### config.mk
export PLATFORM = sky130hd
export DESIGN_NAME = instr_encoder
export DESIGN_NICKNAME = d
export VERILOG_FILES = /design/src/rtl/riscv_pkg.sv /design/src/rtl/instr_fifo.sv /design/src/rtl/instr_encoder.sv
export SDC_FILE = /design/constraint.sdc
export NUM_CORES = 1
export LEC_CHECK = 0
export CAP_MARGIN = 20
export CORE_MARGIN = 4
export CORE_UTILIZATION = 35
export DETAILED_ROUTE_END_ITERATION = 12
export SKIP_LAST_GASP = 1
export SLEW_MARGIN = 20
export SYNTH_ARGS = -nofsm -noshare
export SYNTH_HDL_FRONTEND = slang
export SYNTH_HIERARCHICAL = 1
export SYNTH_SLANG_ARGS = --single-unit
export TNS_END_PERCENT = 50
### constraint.sdc
create_clock -name clk -period 2.6 [get_ports clk]
set_clock_uncertainty 0.2 [all_clocks]
set_input_delay 0.52 -clock clk [delete_from_list [all_inputs] [get_ports clk]]
set_output_delay 0.52 -clock clk [all_outputs]
set_load 0.01 [all_outputs]
### src/rtl/riscv_pkg.sv
// Shared RISC-V definitions: base opcodes, mnemonic and register enums, and
// the decoded-field bundle used by the encoder (also consumed by the decoder).
package riscv_pkg;

  localparam logic [6:0] OPC_OP       = 7'b0110011;
  localparam logic [6:0] OPC_OP_32    = 7'b0111011;
  localparam logic [6:0] OPC_JALR     = 7'b1100111;
  localparam logic [6:0] OPC_LOAD     = 7'b0000011;
  localparam logic [6:0] OPC_OP_IMM   = 7'b0010011;
  localparam logic [6:0] OPC_OP_IMM32 = 7'b0011011;
  localparam logic [6:0] OPC_STORE    = 7'b0100011;
  localparam logic [6:0] OPC_BRANCH   = 7'b1100011;
  localparam logic [6:0] OPC_LUI      = 7'b0110111;
  localparam logic [6:0] OPC_AUIPC    = 7'b0010111;
  localparam logic [6:0] OPC_JAL      = 7'b1101111;

  localparam logic [6:0] F7_BASE   = 7'b0000000;
  localparam logic [6:0] F7_ALT    = 7'b0100000;
  localparam logic [6:0] F7_MULDIV = 7'b0000001;

  typedef enum logic [6:0] {
    OP_ADD, OP_SUB, OP_SLL, OP_SLT, OP_SLTU, OP_XOR, OP_SRL, OP_SRA, OP_OR, OP_AND,
    OP_MUL, OP_MULH, OP_MULHSU, OP_MULHU, OP_DIV, OP_DIVU, OP_REM, OP_REMU,
    OP_ADDW, OP_SUBW, OP_SLLW, OP_SRLW, OP_SRAW, OP_MULW, OP_DIVW, OP_DIVUW, OP_REMW, OP_REMUW,
    OP_ADDI, OP_SLTI, OP_SLTIU, OP_XORI, OP_ORI, OP_ANDI, OP_SLLI, OP_SRLI, OP_SRAI,
    OP_LB, OP_LH, OP_LW, OP_LD, OP_LBU, OP_LHU, OP_LWU,
    OP_ADDIW, OP_SLLIW, OP_SRLIW, OP_SRAIW,
    OP_SB, OP_SH, OP_SW, OP_SD,
    OP_BEQ, OP_BNE, OP_BLT, OP_BGE, OP_BLTU, OP_BGEU,
    OP_LUI, OP_AUIPC, OP_JAL, OP_JALR
  } op_e;

  typedef enum logic [4:0] {
    REG_ZERO, REG_RA, REG_SP, REG_GP, REG_TP, REG_T0, REG_T1, REG_T2,
    REG_S0, REG_S1, REG_A0, REG_A1, REG_A2, REG_A3, REG_A4, REG_A5,
    REG_A6, REG_A7, REG_S2, REG_S3, REG_S4, REG_S5, REG_S6, REG_S7,
    REG_S8, REG_S9, REG_S10, REG_S11, REG_T3, REG_T4, REG_T5, REG_T6
  } reg_e;

  typedef enum logic [2:0] { FMT_R, FMT_I, FMT_SH, FMT_SHW, FMT_S, FMT_B, FMT_U, FMT_J } fmt_e;

  typedef struct packed {
    logic       known;
    fmt_e       fmt;
    logic [6:0] opc;
    logic [2:0] f3;
    logic [6:0] f7;
  } dec_t;

  function automatic dec_t mk_dec(input fmt_e fmt, input logic [6:0] opc,
                                  input logic [2:0] f3, input logic [6:0] f7);
    return '{known: 1'b1, fmt: fmt, opc: opc, f3: f3, f7: f7};
  endfunction

  function automatic logic imm_in_range(input logic [31:0] imm, input int lo, input int hi);
    return ($signed(imm) >= lo) && ($signed(imm) <= hi);
  endfunction

endpackage

### src/rtl/instr_fifo.sv
// Two-entry valid/ready buffer; head is presented combinationally from storage
// and reads as zero while empty.
module instr_fifo #(
  parameter int W = 33
) (
  input  logic         clk,
  input  logic         reset,
  input  logic         in_valid,
  output logic         in_ready,
  input  logic [W-1:0] in_data,
  output logic         out_valid,
  input  logic         out_ready,
  output logic [W-1:0] out_data
);

  logic [W-1:0] r_mem [2];
  logic         r_wr_ptr;
  logic         r_rd_ptr;
  logic [1:0]   r_count;
  logic         w_push;
  logic         w_pop;

  assign in_ready  = (r_count < 2'd2);
  assign out_valid = (r_count != 2'd0);
  assign w_push    = in_valid && in_ready;
  assign w_pop     = out_valid && out_ready;
  assign out_data  = out_valid ? r_mem[r_rd_ptr] : '0;

  always_ff @(posedge clk or posedge reset) begin
    if (reset) begin
      r_mem[0] <= '0;
      r_mem[1] <= '0;
      r_wr_ptr <= 1'b0;
      r_rd_ptr <= 1'b0;
      r_count  <= 2'd0;
    end else begin
      if (w_push) begin
        r_mem[r_wr_ptr] <= in_data;
        r_wr_ptr        <= ~r_wr_ptr;
      end
      if (w_pop) begin
        r_rd_ptr <= ~r_rd_ptr;
      end
      case ({w_push, w_pop})
        2'b10:   r_count <= r_count + 2'd1;
        2'b01:   r_count <= r_count - 2'd1;
        default: r_count <= r_count;
      endcase
    end
  end

endmodule

### src/rtl/instr_encoder.sv
// Encodes one RV64IM request per accepted handshake into a 32-bit word plus an
// illegal flag, buffered through a 2-entry output FIFO; counts illegal requests.
module instr_encoder
  import riscv_pkg::*;
#(
  parameter int XLEN      = 64,
  parameter int ERR_CNT_W = 16
) (
  input  logic                 clk,
  input  logic                 reset,
  input  logic                 in_valid,
  output logic                 in_ready,
  input  logic [6:0]           in_op,
  input  logic [4:0]           in_rd,
  input  logic [4:0]           in_rs1,
  input  logic [4:0]           in_rs2,
  input  logic [31:0]          in_imm,
  output logic                 out_valid,
  input  logic                 out_ready,
  output logic [31:0]          out_instr,
  output logic                 out_err,
  output logic [ERR_CNT_W-1:0] err_count
);

  dec_t                 w_dec;
  logic [31:0]          w_word;
  logic                 w_bad;
  logic                 w_err;
  logic [31:0]          w_instr;
  logic                 w_accept;
  logic [32:0]          w_head;
  logic [ERR_CNT_W-1:0] r_err_count;

  always_comb begin
    w_dec = '{known: 1'b0, fmt: FMT_R, opc: 7'd0, f3: 3'd0, f7: 7'd0};
    case (in_op)
      OP_ADD:    w_dec = mk_dec(FMT_R, OPC_OP, 3'd0, F7_BASE);
      OP_SUB:    w_dec = mk_dec(FMT_R, OPC_OP, 3'd0, F7_ALT);
      OP_SLL:    w_dec = mk_dec(FMT_R, OPC_OP, 3'd1, F7_BASE);
      OP_SLT:    w_dec = mk_dec(FMT_R, OPC_OP, 3'd2, F7_BASE);
      OP_SLTU:   w_dec = mk_dec(FMT_R, OPC_OP, 3'd3, F7_BASE);
      OP_XOR:    w_dec = mk_dec(FMT_R, OPC_OP, 3'd4, F7_BASE);
      OP_SRL:    w_dec = mk_dec(FMT_R, OPC_OP, 3'd5, F7_BASE);
      OP_SRA:    w_dec = mk_dec(FMT_R, OPC_OP, 3'd5, F7_ALT);
      OP_OR:     w_dec = mk_dec(FMT_R, OPC_OP, 3'd6, F7_BASE);
      OP_AND:    w_dec = mk_dec(FMT_R, OPC_OP, 3'd7, F7_BASE);
      OP_MUL:    w_dec = mk_dec(FMT_R, OPC_OP, 3'd0, F7_MULDIV);
      OP_MULH:   w_dec = mk_dec(FMT_R, OPC_OP, 3'd1, F7_MULDIV);
      OP_MULHSU: w_dec = mk_dec(FMT_R, OPC_OP, 3'd2, F7_MULDIV);
      OP_MULHU:  w_dec = mk_dec(FMT_R, OPC_OP, 3'd3, F7_MULDIV);
      OP_DIV:    w_dec = mk_dec(FMT_R, OPC_OP, 3'd4, F7_MULDIV);
      OP_DIVU:   w_dec = mk_dec(FMT_R, OPC_OP, 3'd5, F7_MULDIV);
      OP_REM:    w_dec = mk_dec(FMT_R, OPC_OP, 3'd6, F7_MULDIV);
      OP_REMU:   w_dec = mk_dec(FMT_R, OPC_OP, 3'd7, F7_MULDIV);
      OP_ADDW:   w_dec = mk_dec(FMT_R, OPC_OP_32, 3'd0, F7_BASE);
      OP_SUBW:   w_dec = mk_dec(FMT_R, OPC_OP_32, 3'd0, F7_ALT);
      OP_SLLW:   w_dec = mk_dec(FMT_R, OPC_OP_32, 3'd1, F7_BASE);
      OP_SRLW:   w_dec = mk_dec(FMT_R, OPC_OP_32, 3'd5, F7_BASE);
      OP_SRAW:   w_dec = mk_dec(FMT_R, OPC_OP_32, 3'd5, F7_ALT);
      OP_MULW:   w_dec = mk_dec(FMT_R, OPC_OP_32, 3'd0, F7_MULDIV);
      OP_DIVW:   w_dec = mk_dec(FMT_R, OPC_OP_32, 3'd4, F7_MULDIV);
      OP_DIVUW:  w_dec = mk_dec(FMT_R, OPC_OP_32, 3'd5, F7_MULDIV);
      OP_REMW:   w_dec = mk_dec(FMT_R, OPC_OP_32, 3'd6, F7_MULDIV);
      OP_REMUW:  w_dec = mk_dec(FMT_R, OPC_OP_32, 3'd7, F7_MULDIV);
      OP_ADDI:   w_dec = mk_dec(FMT_I, OPC_OP_IMM, 3'd0, F7_BASE);
      OP_SLTI:   w_dec = mk_dec(FMT_I, OPC_OP_IMM, 3'd2, F7_BASE);
      OP_SLTIU:  w_dec = mk_dec(FMT_I, OPC_OP_IMM, 3'd3, F7_BASE);
      OP_XORI:   w_dec = mk_dec(FMT_I, OPC_OP_IMM, 3'd4, F7_BASE);
      OP_ORI:    w_dec = mk_dec(FMT_I, OPC_OP_IMM, 3'd6, F7_BASE);
      OP_ANDI:   w_dec = mk_dec(FMT_I, OPC_OP_IMM, 3'd7, F7_BASE);
      OP_SLLI:   w_dec = mk_dec(FMT_SH, OPC_OP_IMM, 3'd1, F7_BASE);
      OP_SRLI:   w_dec = mk_dec(FMT_SH, OPC_OP_IMM, 3'd5, F7_BASE);
      OP_SRAI:   w_dec = mk_dec(FMT_SH, OPC_OP_IMM, 3'd5, F7_ALT);
      OP_LB:     w_dec = mk_dec(FMT_I, OPC_LOAD, 3'd0, F7_BASE);
      OP_LH:     w_dec = mk_dec(FMT_I, OPC_LOAD, 3'd1, F7_BASE);
      OP_LW:     w_dec = mk_dec(FMT_I, OPC_LOAD, 3'd2, F7_BASE);
      OP_LD:     w_dec = mk_dec(FMT_I, OPC_LOAD, 3'd3, F7_BASE);
      OP_LBU:    w_dec = mk_dec(FMT_I, OPC_LOAD, 3'd4, F7_BASE);
      OP_LHU:    w_dec = mk_dec(FMT_I, OPC_LOAD, 3'd5, F7_BASE);
      OP_LWU:    w_dec = mk_dec(FMT_I, OPC_LOAD, 3'd6, F7_BASE);
      OP_ADDIW:  w_dec = mk_dec(FMT_I, OPC_OP_IMM32, 3'd0, F7_BASE);
      OP_SLLIW:  w_dec = mk_dec(FMT_SHW, OPC_OP_IMM32, 3'd1, F7_BASE);
      OP_SRLIW:  w_dec = mk_dec(FMT_SHW, OPC_OP_IMM32, 3'd5, F7_BASE);
      OP_SRAIW:  w_dec = mk_dec(FMT_SHW, OPC_OP_IMM32, 3'd5, F7_ALT);
      OP_SB:     w_dec = mk_dec(FMT_S, OPC_STORE, 3'd0, F7_BASE);
      OP_SH:     w_dec = mk_dec(FMT_S, OPC_STORE, 3'd1, F7_BASE);
      OP_SW:     w_dec = mk_dec(FMT_S, OPC_STORE, 3'd2, F7_BASE);
      OP_SD:     w_dec = mk_dec(FMT_S, OPC_STORE, 3'd3, F7_BASE);
      OP_BEQ:    w_dec = mk_dec(FMT_B, OPC_BRANCH, 3'd0, F7_BASE);
      OP_BNE:    w_dec = mk_dec(FMT_B, OPC_BRANCH, 3'd1, F7_BASE);
      OP_BLT:    w_dec = mk_dec(FMT_B, OPC_BRANCH, 3'd4, F7_BASE);
      OP_BGE:    w_dec = mk_dec(FMT_B, OPC_BRANCH, 3'd5, F7_BASE);
      OP_BLTU:   w_dec = mk_dec(FMT_B, OPC_BRANCH, 3'd6, F7_BASE);
      OP_BGEU:   w_dec = mk_dec(FMT_B, OPC_BRANCH, 3'd7, F7_BASE);
      OP_LUI:    w_dec = mk_dec(FMT_U, OPC_LUI, 3'd0, F7_BASE);
      OP_AUIPC:  w_dec = mk_dec(FMT_U, OPC_AUIPC, 3'd0, F7_BASE);
      OP_JAL:    w_dec = mk_dec(FMT_J, OPC_JAL, 3'd0, F7_BASE);
      OP_JALR:   w_dec = mk_dec(FMT_I, OPC_JALR, 3'd0, F7_BASE);
      default:   w_dec.known = 1'b0;
    endcase
  end

  // Shift-immediates put shamt[5] where funct7[0] would sit, hence f7[6:1].
  always_comb begin
    w_word = 32'd0;
    w_bad  = 1'b0;
    case (w_dec.fmt)
      FMT_R: w_word = {w_dec.f7, in_rs2, in_rs1, w_dec.f3, in_rd, w_dec.opc};
      FMT_I: begin
        w_bad  = !imm_in_range(in_imm, -2048, 2047);
        w_word = {in_imm[11:0], in_rs1, w_dec.f3, in_rd, w_dec.opc};
      end
      FMT_SH: begin
        w_bad  = !imm_in_range(in_imm, 0, XLEN - 1);
        w_word = {w_dec.f7[6:1], in_imm[5:0], in_rs1, w_dec.f3, in_rd, w_dec.opc};
      end
      FMT_SHW: begin
        w_bad  = !imm_in_range(in_imm, 0, 31);
        w_word = {w_dec.f7, in_imm[4:0], in_rs1, w_dec.f3, in_rd, w_dec.opc};
      end
      FMT_S: begin
        w_bad  = !imm_in_range(in_imm, -2048, 2047);
        w_word = {in_imm[11:5], in_rs2, in_rs1, w_dec.f3, in_imm[4:0], w_dec.opc};
      end
      FMT_B: begin
        w_bad  = in_imm[0] || !imm_in_range(in_imm, -4096, 4094);
        w_word = {in_imm[12], in_imm[10:5], in_rs2, in_rs1, w_dec.f3,
                  in_imm[4:1], in_imm[11], w_dec.opc};
      end
      FMT_U: begin
        w_bad  = !imm_in_range(in_imm, 0, 32'h000F_FFFF);
        w_word = {in_imm[19:0], in_rd, w_dec.opc};
      end
      FMT_J: begin
        w_bad  = in_imm[0] || !imm_in_range(in_imm, -1048576, 1048574);
        w_word = {in_imm[20], in_imm[10:1], in_imm[11], in_imm[19:12], in_rd, w_dec.opc};
      end
      default: w_bad = 1'b1;
    endcase
  end

  assign w_err    = !w_dec.known || w_bad;
  assign w_instr  = w_err ? 32'd0 : w_word;
  assign w_accept = in_valid && in_ready;

  instr_fifo #(.W(33)) u_fifo (
    .clk       (clk),
    .reset     (reset),
    .in_valid  (in_valid),
    .in_ready  (in_ready),
    .in_data   ({w_instr, w_err}),
    .out_valid (out_valid),
    .out_ready (out_ready),
    .out_data  (w_head)
  );

  assign out_instr = w_head[32:1];
  assign out_err   = w_head[0];
  assign err_count = r_err_count;

  always_ff @(posedge clk or posedge reset) begin
    if (reset) begin
      r_err_count <= '0;
    end else if (w_accept && w_err && (r_err_count != '1)) begin
      r_err_count <= r_err_count + 1'b1;
    end
  end

endmodule

==> results of run 1 <==
[worst max-delay path: stages]
cell and delay [ps]:
buf_8 100, or3b_4 390, a211o_1 350, and3_4 170, and4b_1 200, or3_4 440, buf_8 160, buf_6 130
mux2_2 250
[cell usage in the layout, fill, tap and decap left out, types with 21 or more instances in the layout]
cell type	n
buf_4	94
dfrtp_1	85
mux2_2	39
mux2_4	28
clkdlybuf4s50_1	77
nand2_1	22
xnor2_1	21
mux2i_1	38
buf_6	22
nor2_1	61
[sequential cells by signal (all words and copies together), names as in the netlist]
signal	count
err_count	16
u_fifo/r_wr_ptr	1
u_fifo/r_mem	66
u_fifo/r_rd_ptr	1
u_fifo/r_count	2
[power groups by stage]
stage | clock (uW) | combinational [uW] | sequential (uW)
floorplan | 0 | 1590 | 1990
global placement | 0 | 2720 | 2050
detailed placement | 0 | 2750 | 2080
CTS | 1350 | 2900 | 2060
global route | 1400 | 3210 | 2120
finish | 1320 | 3000 | 2060
[stage by stage]
stage | TNS [ps] | worst slack (ps) | area (um2) | std cells | total power, uW
detailed placement | -75550 | -1036 | 7497 | 939 | 4831
finish | -1250 | -91.06 | 8471 | 973 | 6378
floorplan | -31050 | -486.8 | 5592 | 564 | 3583
global placement | -71990 | -984.9 | 7497 | 939 | 4768
global route | -6006 | -143.6 | 8471 | 973 | 6727
CTS | -6044 | -158.0 | 8233 | 967 | 6304
[worst max path at each step]
stage	from	end	cells after the start
after floorplan	in_op[0]	u_fifo/r_mem[0]$_DFFE_PP0P_	12
after global routing	in_op[2]	u_fifo/r_mem[26]$_DFFE_PP0P_	11
final	in_op[1]	u_fifo/r_mem[0]$_DFFE_PP0P_	9
after CTS	in_imm[20]	u_fifo/r_mem[8]$_DFFE_PP0P_	10
after detailed placement	in_op[4]	err_count[1]$_DFFE_PP0P_	9
after global placement	in_op[3]	err_count[1]$_DFFE_PP0P_	11
[area by class of cell]
type / instances / share of cell area, %
inverters: 8 / 0.3840
flip-flops and latches: 86 / 25.42
clock buffers: 11 / 2.866
well taps: 211 / 3.117
repair buffers: 223 / 24.37
clock inverters: 5 / 0.7090
multi-input cells: 429 / 43.13
[what timing repair did]
| item | in CTS | in global routing |
|---|---|---|
| buffers inserted | 12 | 6 |
| gates cloned | 1 | 0 |
| endpoints found under the hold margin | 0 | 0 |
| gates resized for setup | 189 | 61 |
| pin swaps | 41 | 31 |
| setup endpoints to repair | 98 | 110 |
[cells by family after synthesis]
group                    count (synthesis)  share of synthesized area (%)
AO/OA/AOI/OAI                           92                          11.84
adder cells (fa/ha/maj)                  2                         0.4545
flip-flops                              86                          39.09
buffers and inverters                   49                          4.750
multiplexers                           105                          20.61
XOR/XNOR                                23                          3.659
AND/OR/NAND/NOR                        207                          19.59
[per-layer routing]
metal	wire, um	global-route usage, %	vias up
li1	-	-	2447
met1	7889	26.57	2540
met2	8481	32.67	233
met3	1233	4.796	20
met4	218	5.314	0
met5	0	0	-
==> reports/results.tsv, run 1 <==
metric	value	unit
cts.sinks	86	
final_core_util	55.31	%
diodes	0	
synthCells	564	
period_share	103.5	%
synth_most_common_cell	dfrtp_1	
ys_async_sr_fraction	100.0	%
r2r-start	err_count[0]$_DFFE_PP0P_	
root_buffer	clkbuf_16	
die_w	133.4	um
core	15310	um2
hold_path_end	err_count[13]$_DFFE_PP0P_	
drv_slew	0	
power.internal	4213	uW
ys_ff_latch	86	
die_h	133.4	um
ctsHtreeMaxLevel	3	
grt-ovfl-total	0	
wire_per_inst	18.32	um
outcome	finished with violations	
synth-warning-count	6	
row_count	45	
grt_max_degree	38	
design.die.area	17800	um2
power_leakage	0.003725	uW
multiInputGateArea	3654	um2
failed_checks	setup timing	
worstPathMaxFanout	5	
detail-route-antenna-nets	0	
gp_congestion	0.8929	
first_global_vias	5394	
antenna_found_initial	0	
synth.area.top_cells	dfrtp_1 39%, mux2_2 14%, mux2i_1 6.9%	
cp.arrival	2720	ps
cts_buffer_depth	2	
vias	5240	
syn2layout_area_growth	53.86	%
worst_pin_slew	602.2	ps
synth_fp_nets	624	
switchingPower	2165	uW
rr_worst_depth	7	
end_kind	register	
io_buffers	108	
rsz0062_at_grt	yes	
hold_viol_final	0	
ir_worst_vdd	427.9	uV
post-dp-hpwl	13000	um
timing.rr.end	err_count[14]$_DFFE_PP0P_	
start_util	35.95	%
pwr-share-clk	20.7	%
routed_wl	17820	um
min_path_cells	1	
hold_path.class	register to register	
grt_pass1_wl	28720	um
required	2630	ps
grt_use_total	19.95	%
clk_pin_slew_worst_paths	60	ps
yosysTopAreaCellShare	39.09	%
yosysTopAreaCell	dfrtp_1	
timing.final.ws_setup	-91.06	ps
synth_ff_type	dfrtp_1	
drt_iter0_markers	431	
combPwrFrac	47.1	%
ys_seq_area_share	39.09	%
clkLatencyLatePin	340	ps
syn-cell-area	5505	um2
io_pins	109	
regArea	2153	um2
fmax	371.6	MHz
synth.avg_cell_area	9.761	um2
first_pass_iters	5	
ctsHoldBuffers	0	
netlist_top_cells_count	86 x dfrtp_1, 84 x nor2_1, 67 x mux2_2	
slew-limit-headroom	59.81	%
numCtsBuffers	9	
drc	0	
switching_share	33.94	%
finalHoldWorstSlack	284.3	ps
nFillCells	1364	
cap_violations	0	
drive_gt1_share	40.68	%
powerDensity	753.0	nW/um2
min_from	err_count[13]$_DFFE_PP0P_	
ys_types	64	
fin_crit	2691	ps
setup_viol_count_final	47	
layout.nets	817	
crit_type	input port to register	
critPathLaunchType	input port	
avgViaCountPerCell	5.385	
cts_tree	yes	
seqPwrFrac	32.2	%
synth_edf_count	0	
r2r_setup_slack	150	ps
Note: power is estimated with default switching activity, not from simulation.
==> run 2, diff against run 1 <==
--- a/config.mk
+++ b/config.mk
@@ -9,6 +9,7 @@
 export CORE_MARGIN = 4
 export CORE_UTILIZATION = 35
 export DETAILED_ROUTE_END_ITERATION = 12
+export GPL_ROUTABILITY_DRIVEN = 0
 export SKIP_LAST_GASP = 1
 export SLEW_MARGIN = 20
 export SYNTH_ARGS = -nofsm -noshare
==> constraint.sdc (replaced) <==
create_clock -name clk -period 2.7 [get_ports clk]
set_clock_uncertainty 0.2 [all_clocks]
set_input_delay 0.54 -clock clk [delete_from_list [all_inputs] [get_ports clk]]
set_output_delay 0.54 -clock clk [all_outputs]
set_load 0.01 [all_outputs]
==> run 2 against run 1 <==
Net effect: the run still ends with setup timing left; cell area grew 0.59%; sequential share of layout area fell by 0.15 points; via count increased by 1.1%; hold slack better by 21 ps; global-route usage down 0.41 points; die area unchanged; non-clock buffer count fell by 8; final cell count decreased by 0.82%; count of clock-buffer cells in the layout stayed put; clock power shrank 5%; register-to-register slack better by 120 ps; critical path type unchanged.
==> reports/results.tsv, run 2 (synthesis gave the netlist of run 1 again) <==
metric	value	unit	change
fmax	350.1	MHz	
combPwrFrac	47.5	%	+0.4 points
slew-limit-headroom	57.52	%	-2.3 points
registers.top_by_ff_count	u_fifo/r_mem		
layout_common_cells	87 x buf_4, 85 x dfrtp_1, 77 x clkdlybuf4s50_1, 63 x nor2_1, 38 x mux2i_1		
setup_viol_count_final	81		+72%
hold_viol_final	0		unchanged
fin_crit	2856	ps	
grt-ovfl-total	0		unchanged
end_kind	register		
start_util	35.95	%	unchanged
cts_tree	yes		
diodes	0		unchanged
grt_pass1_wl	28480	um	-0.86%
power_leakage	0.003733	uW	+0.20%
cts_buffer_depth	2		unchanged
switchingPower	2090	uW	-3.4%
power.internal	4066	uW	-3.5%
routed_wl	17760	um	-0.36%
failed_checks	setup timing		
final_core_util	55.64	%	+0.33 points
cts.sinks	86		unchanged
worst_pin_slew	636.5	ps	+34.22 ps
row_count	45		unchanged
syn2layout_area_growth	54.77	%	
numCtsBuffers	9		unchanged
drt_iter0_markers	443		+2.8%
post-place-ws	-940.8	ps	+95.67 ps
post-dp-hpwl	12660	um	-2.6%
required	2710	ps	+80 ps
nFillCells	1313		-3.7%
vias	5296		+1.1%
grt_use_total	19.54	%	-0.41 points
ctsHoldBuffers	0		unchanged
clkLatencyLatePin	340	ps	about the same
switching_share	33.96	%	about the same
largest_reg_flops	66		unchanged
critPathLaunchType	input port		
grt_max_degree	39		+2.6%
root_buffer	clkbuf_16		
wire_per_inst	18.40	um	+0.46%
core	15310	um2	unchanged
powerDensity	722.5	nW/um2	-4.0%
design.die.area	17800	um2	unchanged
first_pass_iters	8		+3
outcome	finished with violations		
die_w	133.4	um	unchanged
drc	0		unchanged
hold_path.class	register to register		
io_buffers	108		unchanged
clk_pin_slew_worst_paths	60	ps	about the same
worstPathMaxFanout	9		+4
detail-route-antenna-nets	0		unchanged
die_h	133.4	um	unchanged
p_total	6156	uW	-3.5%
period_share	105.8	%	
seqPwrFrac	32.0	%	-0.2 points
finalHoldWorstSlack	305.6	ps	+21.34 ps
drive_gt1_share	39.12	%	-1.6 points
crit_type	input port to register		
avgViaCountPerCell	5.488		+1.9%
first_global_vias	5468		+1.4%
cap_violations	0		unchanged
mostFrequentLayoutCell	buf_4		
antenna_found_initial	0		unchanged
layout.nets	809		-0.98%
pwr-share-clk	20.4	%	-0.3 points
ir_worst_vdd	415.1	uV	-3.0%
ctsHtreeMaxLevel	3		unchanged
rsz0062_at_grt	yes		
drv_slew	0		unchanged
io_pins	109		unchanged
timing.final.ws_setup	-156.0	ps	-64.91 ps
cp.arrival	2870	ps	+150 ps
## run 2: changes by cell type in the layout (fill, tap and decap cells not counted), sizes merged
cell           delta
clkdlybuf4s15     -1
clkinv            -1
clkbuf            +2
buf              -11
dlygate4sd2       +2
clkinvlp          +1
## run 2: worst max-delay path: stages
cell and delay [ps]:
buf_8 100, nor4_4 250, buf_4 170, nand2_4 50
or4_4 550, nand4_1 90, nand4_1 120, or3_4 430
buf_12 170, buf_12 130, mux2_4 260
## run 2: timing repair
action                     CTS  global route
setup endpoints to repair   82            82
gates cloned                 4             0
pin swaps                   34            31
setup buffers               10             2
resized for setup          170            71
## run 2: final cells by class
type / instances / area [um2] / share of cell area (%)
multi-input combinational: 429 / 3746 / 43.96
sequential: 86 / 2153 / 25.27
timing repair buffer: 215 / 2023 / 23.74
tap: 211 / 264.0 / 3.098
clock buffer: 11 / 242.7 / 2.849
clock inverter: 5 / 58.81 / 0.6902
inverter: 8 / 32.53 / 0.3818
## run 2: power by group through the flow
stage                     registers, uW  logic, uW  clock network (uW)
final                              1970       2930                1260
after global routing               2020       3120                1340
after detailed placement           1980       2660                   0
after floorplan                    1920       1530                   0
after global placement             1950       2630                   0
after CTS                          1960       2830                1280
## run 2: final timing paths
path                                              startpoint                      endpoint  cells past startpoint  slack [ps]
worst max-delay path                              in_imm[16]  u_fifo/r_mem[33]$_DFFE_PP0P_                     11        -160
worst min-delay path            u_fifo/r_mem[31]$_DFFE_PP0P_  u_fifo/r_mem[31]$_DFFE_PP0P_                      1         310
worst max register to register      err_count[0]$_DFFE_PP0P_     err_count[14]$_DFFE_PP0P_                      7         270
worst min register to register  u_fifo/r_mem[31]$_DFFE_PP0P_  u_fifo/r_mem[31]$_DFFE_PP0P_                      1         310
max in group asynchronous                              reset  u_fifo/r_mem[18]$_DFFE_PP0P_                      3        1340
min in group asynchronous                              reset   u_fifo/r_mem[7]$_DFFE_PP0P_                      2         390
## run 2: metal layers
| metal | global-route usage (%) | wire (um) | vias up |
|---|---|---|---|
| met5 | 0 | 0 | - |
| met4 | 5.429 | 345 | 0 |
| met3 | 4.607 | 1122 | 23 |
| met2 | 31.63 | 8542 | 210 |
| met1 | 26.29 | 7748 | 2624 |
| li1 | - | - | 2439 |
## run 2: through the flow
stage / TNS, ps / cells / instance area [um2]
2_1_floorplan: -24490 / 564 / 5592
3_3_place_gp: -62990 / 934 / 7485
3_5_place_dp: -69260 / 934 / 7485
4_1_cts: -8722 / 963 / 8205
5_1_grt: -14060 / 965 / 8521
6_report: -7019 / 965 / 8521
==> run 3, diff against run 2 <==
--- a/config.mk
+++ b/config.mk
@@ -6,12 +6,12 @@
 export NUM_CORES = 1
 export LEC_CHECK = 0
 export CAP_MARGIN = 20
-export CORE_MARGIN = 4
 export CORE_UTILIZATION = 35
 export DETAILED_ROUTE_END_ITERATION = 12
 export GPL_ROUTABILITY_DRIVEN = 0
+export MAX_ROUTING_LAYER = met4
 export SKIP_LAST_GASP = 1
-export SLEW_MARGIN = 20
+export SLEW_MARGIN = 30
 export SYNTH_ARGS = -nofsm -noshare
 export SYNTH_HDL_FRONTEND = slang
 export SYNTH_HIERARCHICAL = 1
==> run 3 against run 2 <==
Net effect: the run still ends with setup timing left; clock power hardly changed; first-iteration DRC count fell by 14%; die area is 8.8% lower; sequential cell count unchanged; via count shrank 1.1%; combinational power down 2%; maximum frequency up 2.4%; global-route usage is 3.4 points higher; non-clock buffer count decreased by 3; count of clock-buffer cells in the layout shrank 1; highest routed layer unchanged.
==> reports/results.tsv, run 3 (synthesis gave the netlist of run 1 again) <==
metric	value	unit	change
outcome	finished with violations		
failed_checks	setup timing		
vias	5236		-1.1%
cts_buffer_depth	2		unchanged
drive_gt1_share	38.08	%	-1.0 points
largest_reg_flops	66		unchanged
wire_per_inst	18.58	um	+0.98%
cap_violations	0		unchanged
cts.sinks	86		unchanged
layout_common_cells	85 x dfrtp_1, 85 x buf_4, 78 x clkdlybuf4s50_1, 61 x nor2_1, 38 x mux2i_1		
detail-route-antenna-nets	0		unchanged
clk_pin_slew_worst_paths	70	ps	about the same
rsz0062_at_grt	yes		
hold_viol_final	0		unchanged
end_kind	register		
registers.top_by_ff_count	u_fifo/r_mem		
ir_worst_vdd	394.3	uV	-5.0%
post-place-ws	-1022	ps	-81.55 ps
setup_viol_count_final	39		-52%
nFillCells	1365		+4.0%
die_w	127.4	um	-4.5%
numCtsBuffers	9		unchanged
hold_path.class	register to register		
fmax	358.6	MHz	+2.4%
first_pass_iters	6		-2
crit_type	input port to register		
worstPathMaxFanout	5		-4
drv_slew	0		unchanged
layout.nets	806		-0.37%
row_count	45		unchanged
root_buffer	clkbuf_16		
drt_iter0_markers	380		-14%
final_core_util	55.09	%	-0.55 points
powerDensity	724.0	nW/um2	+0.21%
grt_pass1_wl	27990	um	-1.7%
p_total	6086	uW	-1.1%
io_pins	109		unchanged
diodes	0		unchanged
routed_wl	17880	um	+0.67%
start_util	36.08	%	+0.13 points
timing.final.ws_setup	-88.87	ps	+67.10 ps
die_h	127.4	um	-4.5%
drc	0		unchanged
io_buffers	108		unchanged
required	2730	ps	+20 ps
core	15260	um2	-0.37%
power_leakage	0.003669	uW	-1.7%
clkLatencyLatePin	340	ps	about the same
design.die.area	16230	um2	-8.8%
cts_tree	yes		
slew-limit-headroom	57.25	%	-0.28 points
post-dp-hpwl	12740	um	+0.67%
grt_max_degree	34		-13%
period_share	103.3	%	-2.5 points
fin_crit	2789	ps	-67.10 ps
avgViaCountPerCell	5.443		-0.82%
worst_pin_slew	641.3	ps	+4.840 ps
syn2layout_area_growth	52.68	%	
cp.arrival	2820	ps	-50 ps
grt-ovfl-total	0		unchanged
antenna_found_initial	0		unchanged
critPathLaunchType	input port		
first_global_vias	5236		-4.2%
grt_use_total	22.94	%	+3.4 points
ctsHtreeMaxLevel	3		unchanged
-- run 3: final timing paths --
path                                          start                            to  slack, ps  cells after the start
max reg2reg                err_count[0]$_DFFE_PP0P_     err_count[14]$_DFFE_PP0P_        390                      7
max                                        in_op[2]  u_fifo/r_mem[58]$_DFFE_PP0P_        -90                     11
min in group asynchronous                     reset   u_fifo/r_mem[5]$_DFFE_PP0P_        410                      2
min reg2reg                err_count[8]$_DFFE_PP0P_      err_count[8]$_DFFE_PP0P_        280                      1
max in group asynchronous                     reset  u_fifo/r_mem[60]$_DFFE_PP0P_       1340                      3
min                        err_count[8]$_DFFE_PP0P_      err_count[8]$_DFFE_PP0P_        280                      1
-- run 3: layer usage --
metal / vias up / share of wire, % / wire, um / track usage [%]
met2: 187 / 49 / 8820 / 37.77
li1: 2430 / - / - / -
met1: 2598 / 44 / 7855 / 29.08
met3: 21 / 5.2 / 936 / 3.518
met4: 0 / 1.5 / 264 / 6.933
met5: - / 0 / 0 / -
-- run 3: cell type report --
class	instances	area (um2)	area share, %
flip-flops and latches	86	2153	25.62
clock inverters	6	70.07	0.8336
clock buffers	10	229.0	2.724
well taps	211	264.0	3.141
repair buffers	212	1968	23.41
multi-input cells	429	3689	43.88
inverters	8	32.53	0.3870
-- run 3: per-stage QoR --
stage | TNS, ps | cells | hold WS [ps] | instance area, um2
3_5_place_dp | -74360 | 930 | 282.1 | 7430
2_1_floorplan | -24490 | 564 | 253.7 | 5592
6_report | -1169 | 962 | 285.0 | 8406
5_1_grt | -6146 | 962 | 313.9 | 8406
4_1_cts | -5416 | 959 | 291.3 | 8175
3_3_place_gp | -66160 | 930 | 274.9 | 7430
-- run 3: power by group --
group | internal, uW | total [uW] | leakage [uW] | switching [uW]
Sequential | 1710 | 1970 | 0.00114 | 261
Clock | 724 | 1250 | 0.000136 | 528
Combinational | 1560 | 2870 | 0.00239 | 1310
-- run 3: repair_timing --
item                       4_1_cts  5_1_grt
setup endpoints to repair       82       84
buffers inserted                12        3
gates resized for setup        156       75
cloned                           2        0
hold buffers                     0        0
pin swaps                       31       31
-- run 3: worst max-delay path: stages --
cell	delay, ps
buf_8	100
buf_6	120
and3b_1	170
o31a_1	320
o21ai_2	160
buf_6	140
a31oi_4	80
or2_4	270
a222oi_1	570
nor2_4	50
mux2_2	290
